**src/rtl/mem_sched_pkg.sv**
```systemverilog
// Shared types for the DIMM command scheduler: command encodings, FSM states, latched request.
// Struct field widths follow the scheduler's default geometry.
package mem_sched_pkg;

  localparam int SCHED_BG_W   = 1;
  localparam int SCHED_BA_W   = 2;
  localparam int SCHED_ROW_W  = 8;
  localparam int SCHED_COL_W  = 4;
  localparam int SCHED_LINE_W = 512;

  typedef enum logic [2:0] {
    CMD_READ      = 3'd0,
    CMD_WRITE     = 3'd1,
    CMD_ACTIVATE  = 3'd2,
    CMD_PRECHARGE = 3'd3
  } cmd_e;

  typedef enum logic [2:0] {
    IDLE     = 3'd0,
    PRE      = 3'd1,
    PRE_WAIT = 3'd2,
    ACT      = 3'd3,
    ACT_WAIT = 3'd4,
    CAS      = 3'd5
  } sched_state_e;

  typedef struct packed {
    logic                    write;
    logic [SCHED_BG_W-1:0]   bg;
    logic [SCHED_BA_W-1:0]   ba;
    logic [SCHED_ROW_W-1:0]  row;
    logic [SCHED_COL_W-1:0]  col;
    logic [SCHED_LINE_W-1:0] wdata;
  } sched_req_t;

endpackage

```
**src/rtl/bank_state_table.sv**
```systemverilog
// Per-bank open flag and open-row register with a combinational lookup port.
// Reset closes every bank.
module bank_state_table #(
  parameter int NUM_BANKS = 8,
  parameter int IDX_W     = 3,
  parameter int ROW_BITS  = 8
) (
  input  logic                clk_in,
  input  logic                rst_in,
  input  logic [IDX_W-1:0]    lookup_idx,
  input  logic [ROW_BITS-1:0] lookup_row,
  output logic                lookup_open,
  output logic                lookup_row_match,
  input  logic                set_open,
  input  logic                set_closed,
  input  logic [IDX_W-1:0]    upd_idx,
  input  logic [ROW_BITS-1:0] upd_row
);

  logic [NUM_BANKS-1:0] open_q;
  logic [ROW_BITS-1:0]  row_q [NUM_BANKS];

  always_ff @(posedge clk_in or posedge rst_in) begin
    if (rst_in) begin
      open_q <= '0;
      for (int i = 0; i < NUM_BANKS; i++) row_q[i] <= '0;
    end else if (set_open) begin
      open_q[upd_idx] <= 1'b1;
      row_q[upd_idx]  <= upd_row;
    end else if (set_closed) begin
      open_q[upd_idx] <= 1'b0;
    end
  end

  assign lookup_open      = open_q[lookup_idx];
  assign lookup_row_match = (row_q[lookup_idx] == lookup_row);

endmodule

```
**src/rtl/dimm_cmd_scheduler.sv**
```systemverilog
// Open-page DIMM command scheduler: one request in flight, minimal PRE/ACT/CAS sequence with bus spacing.
// Define CLOSED_PAGE_EN to precharge the bank right after every READ/WRITE.
module dimm_cmd_scheduler
  import mem_sched_pkg::*;
#(
  parameter int BANK_GROUPS        = 2,
  parameter int BANKS_PER_GROUP    = 4,
  parameter int ROW_BITS           = 8,
  parameter int COL_BITS           = 4,
  parameter int ACTIVATION_LATENCY = 8,
  parameter int PRECHARGE_LATENCY  = 5,
  parameter int BURST_CYCLES       = 8
) (
  input  logic                               clk_in,
  input  logic                               rst_in,
  input  logic                               req_valid_in,
  output logic                               req_ready_out,
  input  logic                               req_write_in,
  input  logic [$clog2(BANK_GROUPS)-1:0]     req_bg_in,
  input  logic [$clog2(BANKS_PER_GROUP)-1:0] req_ba_in,
  input  logic [ROW_BITS-1:0]                req_row_in,
  input  logic [COL_BITS-1:0]                req_col_in,
  input  logic [511:0]                       req_wdata_in,
  output logic                               cmd_valid_out,
  output logic [2:0]                         cmd_out,
  output logic [$clog2(BANK_GROUPS)-1:0]     cmd_bg_out,
  output logic [$clog2(BANKS_PER_GROUP)-1:0] cmd_ba_out,
  output logic [ROW_BITS-1:0]                cmd_row_out,
  output logic [COL_BITS-1:0]                cmd_col_out,
  output logic [511:0]                       cmd_wdata_out,
  output logic [15:0]                        hit_count_out
);

  localparam int IDX_W     = $clog2(BANK_GROUPS) + $clog2(BANKS_PER_GROUP);
  localparam int NUM_BANKS = BANK_GROUPS * BANKS_PER_GROUP;
  localparam int PH_MAX    = (ACTIVATION_LATENCY > PRECHARGE_LATENCY) ? ACTIVATION_LATENCY
                                                                      : PRECHARGE_LATENCY;
  localparam int PH_W      = $clog2(PH_MAX + 1);
  localparam int BUS_W     = $clog2(BURST_CYCLES + 1);

  sched_state_e    state_q, state_d;
  sched_req_t      req_q;
  logic [PH_W-1:0]  ph_timer_q;
  logic [BUS_W-1:0] bus_timer_q;
  logic [15:0]      hit_count_q;
  logic             bank_open, row_match, accept, row_hit, cas_go;

  assign accept  = req_valid_in && (state_q == IDLE);
  assign row_hit = bank_open && row_match;
  assign cas_go  = (state_q == CAS) && (bus_timer_q == '0);

  bank_state_table #(
    .NUM_BANKS (NUM_BANKS),
    .IDX_W     (IDX_W),
    .ROW_BITS  (ROW_BITS)
  ) u_bank_state_table (
    .clk_in           (clk_in),
    .rst_in           (rst_in),
    .lookup_idx       ({req_bg_in, req_ba_in}),
    .lookup_row       (req_row_in),
    .lookup_open      (bank_open),
    .lookup_row_match (row_match),
    .set_open         (state_q == ACT),
    .set_closed       (state_q == PRE),
    .upd_idx          ({req_q.bg, req_q.ba}),
    .upd_row          (req_q.row)
  );

  always_ff @(posedge clk_in or posedge rst_in) begin
    if (rst_in) state_q <= IDLE;
    else        state_q <= state_d;
  end

  // Wait states exit at timer 1: the issuing state itself is the first latency cycle.
  always_comb begin
    state_d = state_q;
    case (state_q)
      IDLE: begin
        if (accept) begin
          if (row_hit)        state_d = CAS;
          else if (bank_open) state_d = PRE;
          else                state_d = ACT;
        end
      end
      PRE:      state_d = PRE_WAIT;
      PRE_WAIT: begin
        if (ph_timer_q <= PH_W'(1)) begin
`ifdef CLOSED_PAGE_EN
          state_d = IDLE;
`else
          state_d = ACT;
`endif
        end
      end
      ACT:      state_d = ACT_WAIT;
      ACT_WAIT: if (ph_timer_q <= PH_W'(1)) state_d = CAS;
      CAS: begin
        if (cas_go) begin
`ifdef CLOSED_PAGE_EN
          state_d = PRE;
`else
          state_d = IDLE;
`endif
        end
      end
      default:  state_d = IDLE;
    endcase
  end

  always_comb begin
    req_ready_out = (state_q == IDLE);
    cmd_valid_out = 1'b0;
    cmd_out       = CMD_READ;
    case (state_q)
      PRE: begin
        cmd_valid_out = 1'b1;
        cmd_out       = CMD_PRECHARGE;
      end
      ACT: begin
        cmd_valid_out = 1'b1;
        cmd_out       = CMD_ACTIVATE;
      end
      CAS: begin
        cmd_valid_out = cas_go;
        cmd_out       = req_q.write ? CMD_WRITE : CMD_READ;
      end
      default: ;
    endcase
  end

  always_ff @(posedge clk_in or posedge rst_in) begin
    if (rst_in) begin
      req_q <= '0;
    end else if (accept) begin
      req_q.write <= req_write_in;
      req_q.bg    <= req_bg_in;
      req_q.ba    <= req_ba_in;
      req_q.row   <= req_row_in;
      req_q.col   <= req_col_in;
      req_q.wdata <= req_wdata_in;
    end
  end

  // The bus timer runs free of the FSM so spacing carries across requests.
  always_ff @(posedge clk_in or posedge rst_in) begin
    if (rst_in) begin
      ph_timer_q  <= '0;
      bus_timer_q <= '0;
    end else begin
      if (state_q == PRE)        ph_timer_q <= PH_W'(PRECHARGE_LATENCY - 1);
      else if (state_q == ACT)   ph_timer_q <= PH_W'(ACTIVATION_LATENCY - 1);
      else if (ph_timer_q != '0) ph_timer_q <= ph_timer_q - 1'b1;

      if (cas_go)                 bus_timer_q <= BUS_W'(BURST_CYCLES - 1);
      else if (bus_timer_q != '0) bus_timer_q <= bus_timer_q - 1'b1;
    end
  end

  always_ff @(posedge clk_in or posedge rst_in) begin
    if (rst_in)                                           hit_count_q <= '0;
    else if (accept && row_hit && hit_count_q != 16'hFFFF) hit_count_q <= hit_count_q + 16'd1;
  end

  assign hit_count_out = hit_count_q;
  assign cmd_bg_out    = req_q.bg;
  assign cmd_ba_out    = req_q.ba;
  assign cmd_row_out   = req_q.row;
  assign cmd_col_out   = req_q.col;
  assign cmd_wdata_out = req_q.wdata;

endmodule

```
**config.mk**
```make
export PLATFORM = sky130hd
export DESIGN_NAME = dimm_cmd_scheduler
export DESIGN_NICKNAME = d
export VERILOG_FILES = /design/src/rtl/mem_sched_pkg.sv /design/src/rtl/bank_state_table.sv /design/src/rtl/dimm_cmd_scheduler.sv
export SDC_FILE = /design/constraint.sdc
export NUM_CORES = 1
export LEC_CHECK = 0
export CAP_MARGIN = 10
export CORE_AREA = 3 3 418 420
export CTS_CLUSTER_SIZE = 8
export DETAILED_ROUTE_END_ITERATION = 12
export DIE_AREA = 0 0 421 423
export PLACE_DENSITY_LB_ADDON = 0.25
export SYNTH_ARGS = -nofsm -noshare
export SYNTH_HDL_FRONTEND = slang
export SYNTH_SLANG_ARGS = --single-unit
```
**constraint.sdc**
```tcl
create_clock -name clk_in -period 25.9 [get_ports clk_in]
set_input_delay 5.18 -clock clk_in [delete_from_list [all_inputs] [get_ports clk_in]]
set_output_delay 5.18 -clock clk_in [all_outputs]
set_load 0.005 [all_outputs]
```
==> impl_metrics.tcl <==
set metrics [dict create \
    outcome "finished, final reports clean" \
    detail-route-antenna-nets 0 \
    path_cells "clkdlybuf4s50_1, nor4b_2, buf_4, buf_4, buf_4, buf_4, mux2_2" \
    synth_fp_nets 2549 \
    ctsResizeCount 0 \
    crit_family "buffers and inverters" \
    area.sequential_mm2 0.0157 \
    clockRootBuffer "sky130_fd_sc_hd__clkbuf_16" \
    worst_case_headroom_to_the_max_slew_limit_pct 23.5 \
    master_of_the_slowest_instance_on_the_critical_path "sky130_fd_sc_hd__buf_4" \
    placeable_core_area_mm2 0.171 \
    critPathCaptureType "flip-flop" \
    antenna_found_initial 20 \
    power_density_over_the_cells_mw_per_mm2 119 \
    clkLatencyLatePin_ps 680 \
    synth_seq_area_share_pct 55.8 \
    critical_path.most_common_cell "sky130_fd_sc_hd__buf_4" \
    finalCritPeriodShare_pct 33.7 \
    synth_warnings 0 \
    design.die.area_mm2 0.178 \
    synth_area_per_cell_um2 14.0 \
    tns_setup_ps 0 \
    post-dp-hpwl_mm 78.4 \
    post_synth_instance_area_mm2 0.0281 \
    grt_pass1_vias 18200 \
    die_width_um 421 \
    std_cell_rows 152 \
    first_iter_violations 791 \
    tightestPinTransition_ps 1140 \
    clock_tree_from_tritoncts "built" \
    final.min_clock_period_ps 8720 \
    ctsLongestPathBuffers 3 \
    critical_path.startpoint_type "primary input" \
    slowest_delay_ps 900 \
    min_path_type "flip-flop to flip-flop" \
    final_cell_mix "1,077 x sky130_fd_sc_hd__clkdlybuf4s50_1, 627 x sky130_fd_sc_hd__dfrtp_1, 592 x sky130_fd_sc_hd__mux2_2" \
    globalRouteTotalUtil_pct 11.1 \
    multi_input_area_mm2 0.00813 \
    layout.cells.most_common "sky130_fd_sc_hd__clkdlybuf4s50_1" \
    worst_hold_slack_after_final_layout_ps 471 \
    die-height_um 423 \
    worst-path-buf-inv 5 \
    grt_setup_unrepaired "false" \
    report.final.setup_viol 0 \
    async_s_r_ff_share_synth_pct 100 \
    number_of_buffers_created_by_cts 90 \
    leakagePower_nw 15.9 \
    post_route_cells_drive_above_1_share_pct 28.1 \
    timing.fmax_ghz 0.115 \
    buffer_ports.inserted 1077 \
    post_synth_edffs 0 \
    pin_count_of_the_biggest_net_entering_global_routing 161 \
    layout.filler_cells 18200 \
    fin_worst_skew_ps 25.9 \
    via_per_inst 3.39 \
    globalRouteOverflowTotal 0 \
    io_pins 1079 \
    fin_nets 3140 \
    synth-main-ff-cell "sky130_fd_sc_hd__dfrtp_1" \
    initial_utilization_pct 16.4 \
    final_max_slew_viol_count 0 \
    peakVddDrop_mv 0.0542 \
    cts-hold-fix-buffers 0 \
    flip_flop_and_latch_count_after_synthesis 627 \
    gp_congestion 0.850 \
    worst_ep_required_time_ps 26460 \
    worst-endpoint-arrival_ps 9280 \
    cts_max_level 3 \
    finalHoldViolations 0 \
    num_vias 16800 \
    timing.critical_path.fanout_max 75 \
    yosysUniqueCellTypes 42 \
    tritoncts_num_sinks 627 \
    timing_worst_setup_path_type "primary input to flip-flop" \
    grt_pass1_wl_mm 143 \
    drt_wl_total_mm 101 \
    drv_cap 0 \
    worst_setup_hold_path_clk_slew_ps 60 \
    drc 0 \
    post_cts.repair.setup_buffers 0 \
    dr.pass1.iters 4 \
    synth_cells 2014 \
    layout-area-overhead-vs-synth_pct 42.8 \
    wl_per_cell_um 20.5 \
]
==> through the flow <==
stage / power (mW) / utilization (%) / setup WS [ps] / instances / area [um2]
floorplan: 3.01 / - / 3160 / 2014 / 28100
global placement: 3.77 / 22.0 / 16210 / 4823 / 37700
detailed placement: 3.77 / 22.0 / 16300 / 4823 / 37700
CTS: 4.89 / 23.4 / 17070 / 4929 / 40100
global route: 5.07 / 23.4 / 16650 / 4930 / 40100
finish: 4.77 / 23.4 / 17180 / 4944 / 40200
==> metal layers <==
metal | track usage [%] | vias up | wire length, um
li1 | - | 7543 | -
met1 | 12.5 | 8398 | 38000
met2 | 18.8 | 706 | 49900
met3 | 4.96 | 120 | 10900
met4 | 3.28 | 8 | 2500
met5 | 0 | - | 57
==> final cells by class <==
class,count,share of cell area (%)
flip-flops and latches,627,39.1
clock inverters,10,0.224
diodes,15,0.0935
well taps,2310,7.20
multi-input cells,776,20.3
inverters,12,0.131
repair buffers,1098,27.3
clock buffers,96,5.77
==> kinds of logic after synthesis <==
kind of cell	synth area share, %
multiplexers	25.6
XOR/XNOR	0.779
other	0.0133
flip-flops	55.8
buffers and inverters	15.3
AND/OR/NAND/NOR	1.74
AO/OA/AOI/OAI	0.605
adder cells (fa/ha/maj)	0.178
==> power by group <==
part	internal (mW)	switching (mW)	total, mW
logic	1.26	0.668	1.93
registers	1.46	0.308	1.77
clock network	0.625	0.443	1.07
total	3.35	1.42	4.77
==> cell usage after synthesis, types with 2 or more instances <==
library cell / n / area share [%]
sky130_fd_sc_hd__a211oi_1: 2 / 0.053
sky130_fd_sc_hd__a21o_1: 3 / 0.080
sky130_fd_sc_hd__a21oi_1: 6 / 0.11
sky130_fd_sc_hd__and2_1: 3 / 0.067
sky130_fd_sc_hd__and3_1: 7 / 0.16
sky130_fd_sc_hd__and4_1: 2 / 0.062
sky130_fd_sc_hd__buf_2: 2 / 0.036
sky130_fd_sc_hd__buf_4: 529 / 14
sky130_fd_sc_hd__buf_6: 2 / 0.080
sky130_fd_sc_hd__clkbuf_1: 65 / 0.87
sky130_fd_sc_hd__dfrtp_1: 627 / 56
sky130_fd_sc_hd__ha_1: 4 / 0.18
sky130_fd_sc_hd__inv_1: 12 / 0.16
sky130_fd_sc_hd__mux2_2: 592 / 24
sky130_fd_sc_hd__mux2i_1: 19 / 0.68
sky130_fd_sc_hd__mux4_1: 2 / 0.19
sky130_fd_sc_hd__mux4_2: 12 / 0.96
sky130_fd_sc_hd__nand2_1: 17 / 0.23
sky130_fd_sc_hd__nand2b_1: 6 / 0.13
sky130_fd_sc_hd__nand3_1: 18 / 0.32
sky130_fd_sc_hd__nand4_1: 5 / 0.11
sky130_fd_sc_hd__nor2_1: 13 / 0.17
sky130_fd_sc_hd__nor3_1: 6 / 0.11
sky130_fd_sc_hd__nor4_1: 2 / 0.044
sky130_fd_sc_hd__o21ai_0: 17 / 0.30
sky130_fd_sc_hd__or3_1: 2 / 0.044
sky130_fd_sc_hd__xnor2_1: 19 / 0.59
sky130_fd_sc_hd__xor2_1: 6 / 0.19
==> sequential cells by signal, summed over array words and instances (netlist names), named ones only <==
signal and cells:
ph_timer_q 4, bus_timer_q 4, u_bank_state_table.row_q 64, cmd_bg_out 1, hit_count_out 16, cmd_row_out 8, cmd_ba_out 2, req_q 1
cmd_wdata_out 512, cmd_col_out 4, state_q 3
==> worst paths after layout <==
| kind | from | endpoint | slack, ps | cells past startpoint |
|---|---|---|---|---|
| setup / recovery | req_valid_in | cmd_wdata_out[471]$_DFFE_PP0P_ | 17180 | 7 |
| hold / removal | flip-flop | flip-flop | 470 | 1 |
| setup reg to reg | state_q[1]$_DFFE_PP0P_ | cmd_wdata_out[471]$_DFFE_PP0P_ | 21470 | 6 |
| hold reg to reg | flip-flop | flip-flop | 470 | 1 |
| max in group asynchronous | rst_in | cmd_wdata_out[26]$_DFFE_PP0P_ | 17240 | 6 |
| min in group asynchronous | rst_in | cmd_wdata_out[270]$_DFFE_PP0P_ | 5060 | 2 |
==> worst reg2reg max path, cell delays in order (launching register included) <==
cell and delay (ps):
sky130_fd_sc_hd__dfrtp_1 560, sky130_fd_sc_hd__nor4b_2 390, sky130_fd_sc_hd__buf_4 590, sky130_fd_sc_hd__buf_4 630, sky130_fd_sc_hd__buf_4 650, sky130_fd_sc_hd__buf_4 970, sky130_fd_sc_hd__mux2_2 500
(Power assumes the default switching activity.)
==> edit 1, RTL diff (config.mk and constraints unchanged) <==
Reset style: synchronous (`rst_in`), changed in 5 clocked blocks.
--- a/src/rtl/bank_state_table.sv
+++ b/src/rtl/bank_state_table.sv
@@ -22,3 +22,3 @@
 
-  always_ff @(posedge clk_in or posedge rst_in) begin
+  always_ff @(posedge clk_in) begin
     if (rst_in) begin
--- a/src/rtl/dimm_cmd_scheduler.sv
+++ b/src/rtl/dimm_cmd_scheduler.sv
@@ -68,3 +68,3 @@
 
-  always_ff @(posedge clk_in or posedge rst_in) begin
+  always_ff @(posedge clk_in) begin
     if (rst_in) state_q <= IDLE;
@@ -130,3 +130,3 @@
 
-  always_ff @(posedge clk_in or posedge rst_in) begin
+  always_ff @(posedge clk_in) begin
     if (rst_in) begin
@@ -144,3 +144,3 @@
   // The bus timer runs free of the FSM so spacing carries across requests.
-  always_ff @(posedge clk_in or posedge rst_in) begin
+  always_ff @(posedge clk_in) begin
     if (rst_in) begin
@@ -158,3 +158,3 @@
 
-  always_ff @(posedge clk_in or posedge rst_in) begin
+  always_ff @(posedge clk_in) begin
     if (rst_in)                                           hit_count_q <= '0;
Check against the original RTL: not equivalent (a bounded check fails within 4 cycles, from zero or initial values and one cycle with rst_in high; the reset may be asserted at any time).
==> edit 1 against the original RTL <==
Cell area is 4.1% lower. Critical path depth stayed put. Sequential cell count stayed put. Largest power group is now sequential cells. Area after synthesis is 5.0% lower. Setup slack worse by 0.037 ns. Critical endpoint is now cmd_wdata_out[100]. Highest routed layer unchanged. Routed wire length is 20% higher. Total power is 28% lower. Global-route usage is 2.0 points higher.
==> edit 1: results (changes against the original RTL) <==
Worst setup path:
- The maximum net fanout on the critical path is 96 (+28%).
- The worst-case register-to-register setup slack is 21.15 ns (-0.32 ns).
- The data arrival time at the worst-slack endpoint was 9.37 ns (+0.09 ns).
- The delay of the slowest critical-path stage came to 0.92 ns (+0.02 ns).
- The number of cells traversed by the worst register-to-register path is 7 (+1).
- The startpoint identified for the worst register-to-register timing path is state_q[1].
- The capture point of the worst reg-to-reg path is cmd_wdata_out[100].

Placed design:
- The post-place instance area is 35860 sq um (-4.9%).
- The total placed cells including tap cells is 5914 (+23%).
- The last weighted congestion value of the routability-driven placer is 0.8433 (-0.74%).
- The detailed placer's ending HPWL came to 91710 um (+17%).
- The pre-CTS setup slack is 16.43 ns (+0.1270 ns).

Outcome:
- The run finished with clean final reports.

Synth:
- After synthesis, the most frequently instantiated cells are sky130_fd_sc_hd__nand2_1, sky130_fd_sc_hd__dfxtp_1, sky130_fd_sc_hd__a21oi_1.
- The synthesized net count came to 3764 (+48%).
- The sequential fraction of the synthesis area is 0.4938 (-0.06411).
- The number of enable-type register cells in the synthesized netlist is 64 (+64).
- The async set or reset register ratio after synthesis is 0 (-1.000).
- The proportion of synthesized area in mux cells is 0.02281 (-0.2330).
- The mean post-synth cell area was 8.274 sq um (-41%).
- The adder-cell area share of the yosys netlist is 0.001873 (+0.00009367).
- The XOR/XNOR share of the synthesized area came to 0.003278 (-0.004507).
- The post-synthesis compound-gate area fraction is 0.1121 (+0.1060).
- The distinct cell type count after synthesis is 48 (+14%).
- By area the synthesized netlist is led by sky130_fd_sc_hd__dfxtp_1, sky130_fd_sc_hd__nand2_1, sky130_fd_sc_hd__buf_4.

Clock tree:
- The clock latency on the worst-skew pair is 0.71 ns (+0.03 ns).
- The number of clock buffers inserted by TritonCTS is 91 (+1.1%).

Route:
- The total number of vias is 22220 (+32%).
- The sum of routed wire length over all layers is 121900 um (+20%).
- The routed length per placed instance is 20.13 um (-1.8%).
- The number of optimization iterations in the first detailed-route pass was 5 (+1).
- The DRC marker count from the first detailed-route iteration is 1259 (+59%).

Power and ir drop:
- The maximum resistive drop on vdd is 48.70 uV (-10%).
- The leakage power figure is 0.01311 uW (-18%).

GRT:
- The initial antenna violation count is 38 (+90%).
- The wire length of the first global-routing pass was 169500 um (+19%).
- The all-layer global routing usage is 0.1310 (+0.01981).
- The pin count of the biggest net entering global routing is 161 (unchanged).

Min path:
- The worst min-delay path endpoint is cmd_wdata_out[459].
- The instance count along the most critical hold path was 2 (+1).
- The worst hold path begins at cmd_wdata_out[459].
- The min-delay analysis places its worst path in the category reg -> reg.

Layout:
- The final standard cell area without fillers is 38500 sq um (-4.1%).
- The fraction of layout cells with a size suffix above 1 is 0.04000 (-0.2414).
- The number of fill cells in the layout came to 18820 (+3.6%).
- The net count reported at finish is 4232 (+35%).

Timing:
- The shortest period the worst path allows is 8.759 ns (+0.03730 ns).
- The actual slew at the worst max-slew pin is 1.255 ns (+0.1109 ns).
- The worst hold margin came to 0.4497 ns (-0.02157 ns).
- The final clock skew is 0.03117 ns (+0.005239 ns).
## edit 1: cell count changes in the layout (fill, tap and decap cells not counted), moves of 9 or more
cell                       change
sky130_fd_sc_hd__a21oi_1     +548
sky130_fd_sc_hd__and2_1       +62
sky130_fd_sc_hd__clkbuf_1     +15
sky130_fd_sc_hd__dfrtp_1     -627
sky130_fd_sc_hd__dfxtp_1     +563
sky130_fd_sc_hd__edfxtp_1     +64
sky130_fd_sc_hd__mux2_2      -590
sky130_fd_sc_hd__nand2_1    +1066
sky130_fd_sc_hd__nand3_1      -10
sky130_fd_sc_hd__o21ai_0      -10
sky130_fd_sc_hd__o31ai_1      +11
sky130_fd_sc_hd__or4_1        +10
sky130_fd_sc_hd__xnor2_1       -9
## edit 1: report_power, final
group | leakage (uW) | internal [uW] | switching [uW]
logic | 0.00660 | 483 | 555
clock network | 0.00125 | 668 | 469
registers | 0.00526 | 1160 | 119
## edit 1: layout make-up
type / instances / share of cell area
diodes: 23 / 0.001495
clock inverters: 11 / 0.005395
well taps: 2310 / 0.07508
clock buffers: 110 / 0.06156
inverters: 10 / 0.0009750
multi-input cells: 1871 / 0.2280
flip-flops and latches: 627 / 0.3427
repair buffers: 1096 / 0.2848
## edit 1: cells by family after synthesis
kind of cell    Yosys count
compound gates          585
xor+xnor                 10
fa+ha+maj                 4
buf+inv                 731
flops                   627
mux                      34
other cells               1
simple gates           1237
## edit 1: per-layer routing
layer,up-vias,wire (um),GRT usage
met1,10450,50050,0.1523
met2,694,57420,0.2143
met3,188,9731,0.05299
met4,28,4545,0.05110
met5,-,179,0
li1,10860,-,-
## edit 1: worst reg2reg max path: cells and delay by family, from the launching register on
kind	cells	cell delay [ns]
buffers and inverters	3	2.52
and+or+nand+nor	3	1.33
DFF	1	0.65
AOI/OAI and AO/OA	1	0.17
==> edit 2, RTL diff (same flow settings) <==
Without the edit above. Add a define of `CLOSED_PAGE_EN`.
--- a/src/rtl/dimm_cmd_scheduler.sv
+++ b/src/rtl/dimm_cmd_scheduler.sv
@@ -2,2 +2,4 @@
 // Define CLOSED_PAGE_EN to precharge the bank right after every READ/WRITE.
+`define CLOSED_PAGE_EN
+
 module dimm_cmd_scheduler
Check against the original RTL: not settled (the Yosys comparison gave no result); the edit may change what the design does.
==> edit 2 against the original RTL <==
Routed wire length up 29%. Register-to-register slack worse by 0.82 ns. Critical path depth unchanged. Clock skew up 0.0039 ns. Cell area grew 0.84%. Sequential cell count did not move. Area after synthesis up 1.0%. Total power about the same. Sequential power fell by 4%. Core utilization grew 0.20 points. Setup slack got worse by 0.64 ns.
==> edit 2: results (changes against the original RTL) <==
Synth:
- The number of enable-type register cells in the synthesized netlist is 0 (unchanged).
- The sequential fraction of the synthesis area came to 0.5523 (-0.005578).
- The number of warning messages in the yosys log is 0 (unchanged).
- The mean post-synth cell area is 9.070 sq um (-35%).
- By count the netlist is led by sky130_fd_sc_hd__nand2_1, sky130_fd_sc_hd__dfrtp_1, sky130_fd_sc_hd__buf_4.
- The synthesized net count is 3667 (+44%).
- The distinct cell type count after synthesis is 47 (+12%).
- The async set or reset register ratio after synthesis is 1.000 (unchanged).
- Ranked by total cell area, the synthesized netlist is headed by sky130_fd_sc_hd__dfrtp_1, sky130_fd_sc_hd__nand2_1, sky130_fd_sc_hd__buf_4.

Min path:
- The worst hold path class is reg -> reg.

Layout:
- The number of fill cells in the layout is 18540 (+2.1%).
- The net count reported at finish is 4209 (+34%).
- The fraction of layout cells with a size suffix above 1 came to 0.05892 (-0.2225).
- The number of flip-flops in the largest register is 512 (unchanged).

Clock tree:
- The number of clock buffers inserted by TritonCTS is 93 (+3.3%).
- The cell sitting at the root of the clock tree is a sky130_fd_sc_hd__clkbuf_16.
- The buffer depth of the longest clock path was 3 (unchanged).
- The clock reaches the later pin of the worst-skew pair after between 0.6 and 0.7 ns.
- The post-CTS setup buffer count is 0 (unchanged).
- After clock tree synthesis, the clock-pin slew on the worst setup and hold paths is 0.05 ns.
- The count of H-tree levels built during CTS is 3 (unchanged).
- The number of cells upsized or downsized after cts is 0 (unchanged).

Worst setup path:
- The maximum net fanout on the critical path is 109 (+45%).
- The delay of the slowest critical-path stage is 0.79 ns (-0.11 ns).
- The data arrival time at the worst-slack endpoint is 10.04 ns (+0.76 ns).
- The family of cells with the greatest summed delay on the critical path is buffers and inverters.
- The slowest stage cell on the critical path is sky130_fd_sc_hd__buf_4.

Power and ir drop:
- The leakage power figure is 0.01892 uW (+19%).
- The maximum resistive drop on vdd is 54.76 uV (+1.1%).

GRT:
- The all-layer global routing usage was 0.1428 (+0.03164).
- The pin count of the biggest net entering global routing came to 110 (-32%).
- The via count of the first global-routing pass is 22240 (+22%).
- The wire length of the first global-routing pass is 181700 um (+27%).
- The initial antenna violation count is 60 (+200%).

Timing:
- The actual slew at the worst max-slew pin was 1.131 ns (-0.01248 ns).
- The final clock skew is 0.02980 ns (+0.003868 ns).

Placed design:
- The number of buffers inserted by port buffering is 1077 (unchanged).
- The detailed placer's ending HPWL is 100500 um (+28%).
- The last weighted congestion value of the routability-driven placer is 0.8571 (+0.88%).

Route:
- The DRC marker count from the first detailed-route iteration came to 1306 (+65%).
- The routed via count divided by cell count is 3.573 (+5.3%).
- The routed length per placed instance is 21.64 um (+5.6%).
- The number of optimization iterations in the first detailed-route pass is 5 (+1).

Outcome:
- The flow ran to the end, and the final reports show no timing, DRC or antenna violations.
[edit 2: cell type report]
cell class	count	area, sq um	share of cell area
sequential	627	15690	0.3874
inverter	14	60.06	0.001483
multi-input combinational	1836	8210	0.2027
timing repair buffer	1102	10960	0.2707
clock inverter	11	155.1	0.003831
antenna	22	55.05	0.001359
clock buffer	110	2474	0.06108
tap	2310	2890	0.07137
[edit 2: worst reg2reg max path: cells and delay by family (launching register included)]
| kind | cells | cell delay, ns |
|---|---|---|
| buffers and inverters | 4 | 3.30 |
| DFF | 1 | 0.53 |
| and+or+nand+nor | 4 | 1.32 |
[edit 2: final timing paths]
check,start,end,slack [ns],depth (start not counted)
max reg2reg,state_q[1],cmd_wdata_out[146],20.65,8
min in group asynchronous,rst_in,cmd_wdata_out[312],4.95,2
min reg2reg,cmd_wdata_out[165],cmd_wdata_out[165],0.47,2
min,cmd_wdata_out[165],cmd_wdata_out[165],0.47,2
max,rst_in,cmd_wdata_out[425],16.54,7
max in group clk_in,req_valid_in,cmd_wdata_out[146],16.84,8
[edit 2: kinds of logic (layout without fill, tap and decap cells)]
group,after synthesis,count (layout),synth area share
AO/OA/AOI/OAI,33,33,0.006519
XOR/XNOR,24,24,0.007399
adder cells (fa/ha/maj),4,4,0.001762
buffers and inverters,669,1237,0.1592
flip-flops,627,627,0.5523
multiplexers,105,105,0.04660
other,1,23,0.0001320
AND/OR/NAND/NOR,1669,1669,0.2261
[edit 2: metrics by stage]
| step | hold slack (ns) | utilization | instance area, sq um | std cells | worst slack (ns) |
|---|---|---|---|---|---|
| 2_1_floorplan | 0.4416 | - | 28410 | 3132 | 3.160 |
| 3_3_place_gp | 0.4552 | 0.2207 | 37810 | 5889 | 15.45 |
| 3_5_place_dp | 0.4608 | 0.2207 | 37810 | 5889 | 15.50 |
| 4_1_cts | 0.4737 | 0.2360 | 40440 | 6010 | 16.30 |
| 5_1_grt | 0.4860 | 0.2360 | 40450 | 6011 | 15.78 |
| 6_report | 0.4677 | 0.2363 | 40500 | 6032 | 16.54 |
[edit 2: metal layers]
metal,GRT usage,vias to the layer above,part of all wire
li1,-,10190,-
met1,0.1694,10480,0.41
met2,0.2442,673,0.49
met3,0.04681,171,0.071
met4,0.04302,42,0.024
met5,0,-,0.0018
[edit 2: report_power, final]
part	leakage [uW]	switching [uW]	total, uW	internal [uW]
logic	0.00975	948	1920	974
registers	0.00789	281	1700	1420
clock network	0.00128	470	1140	674
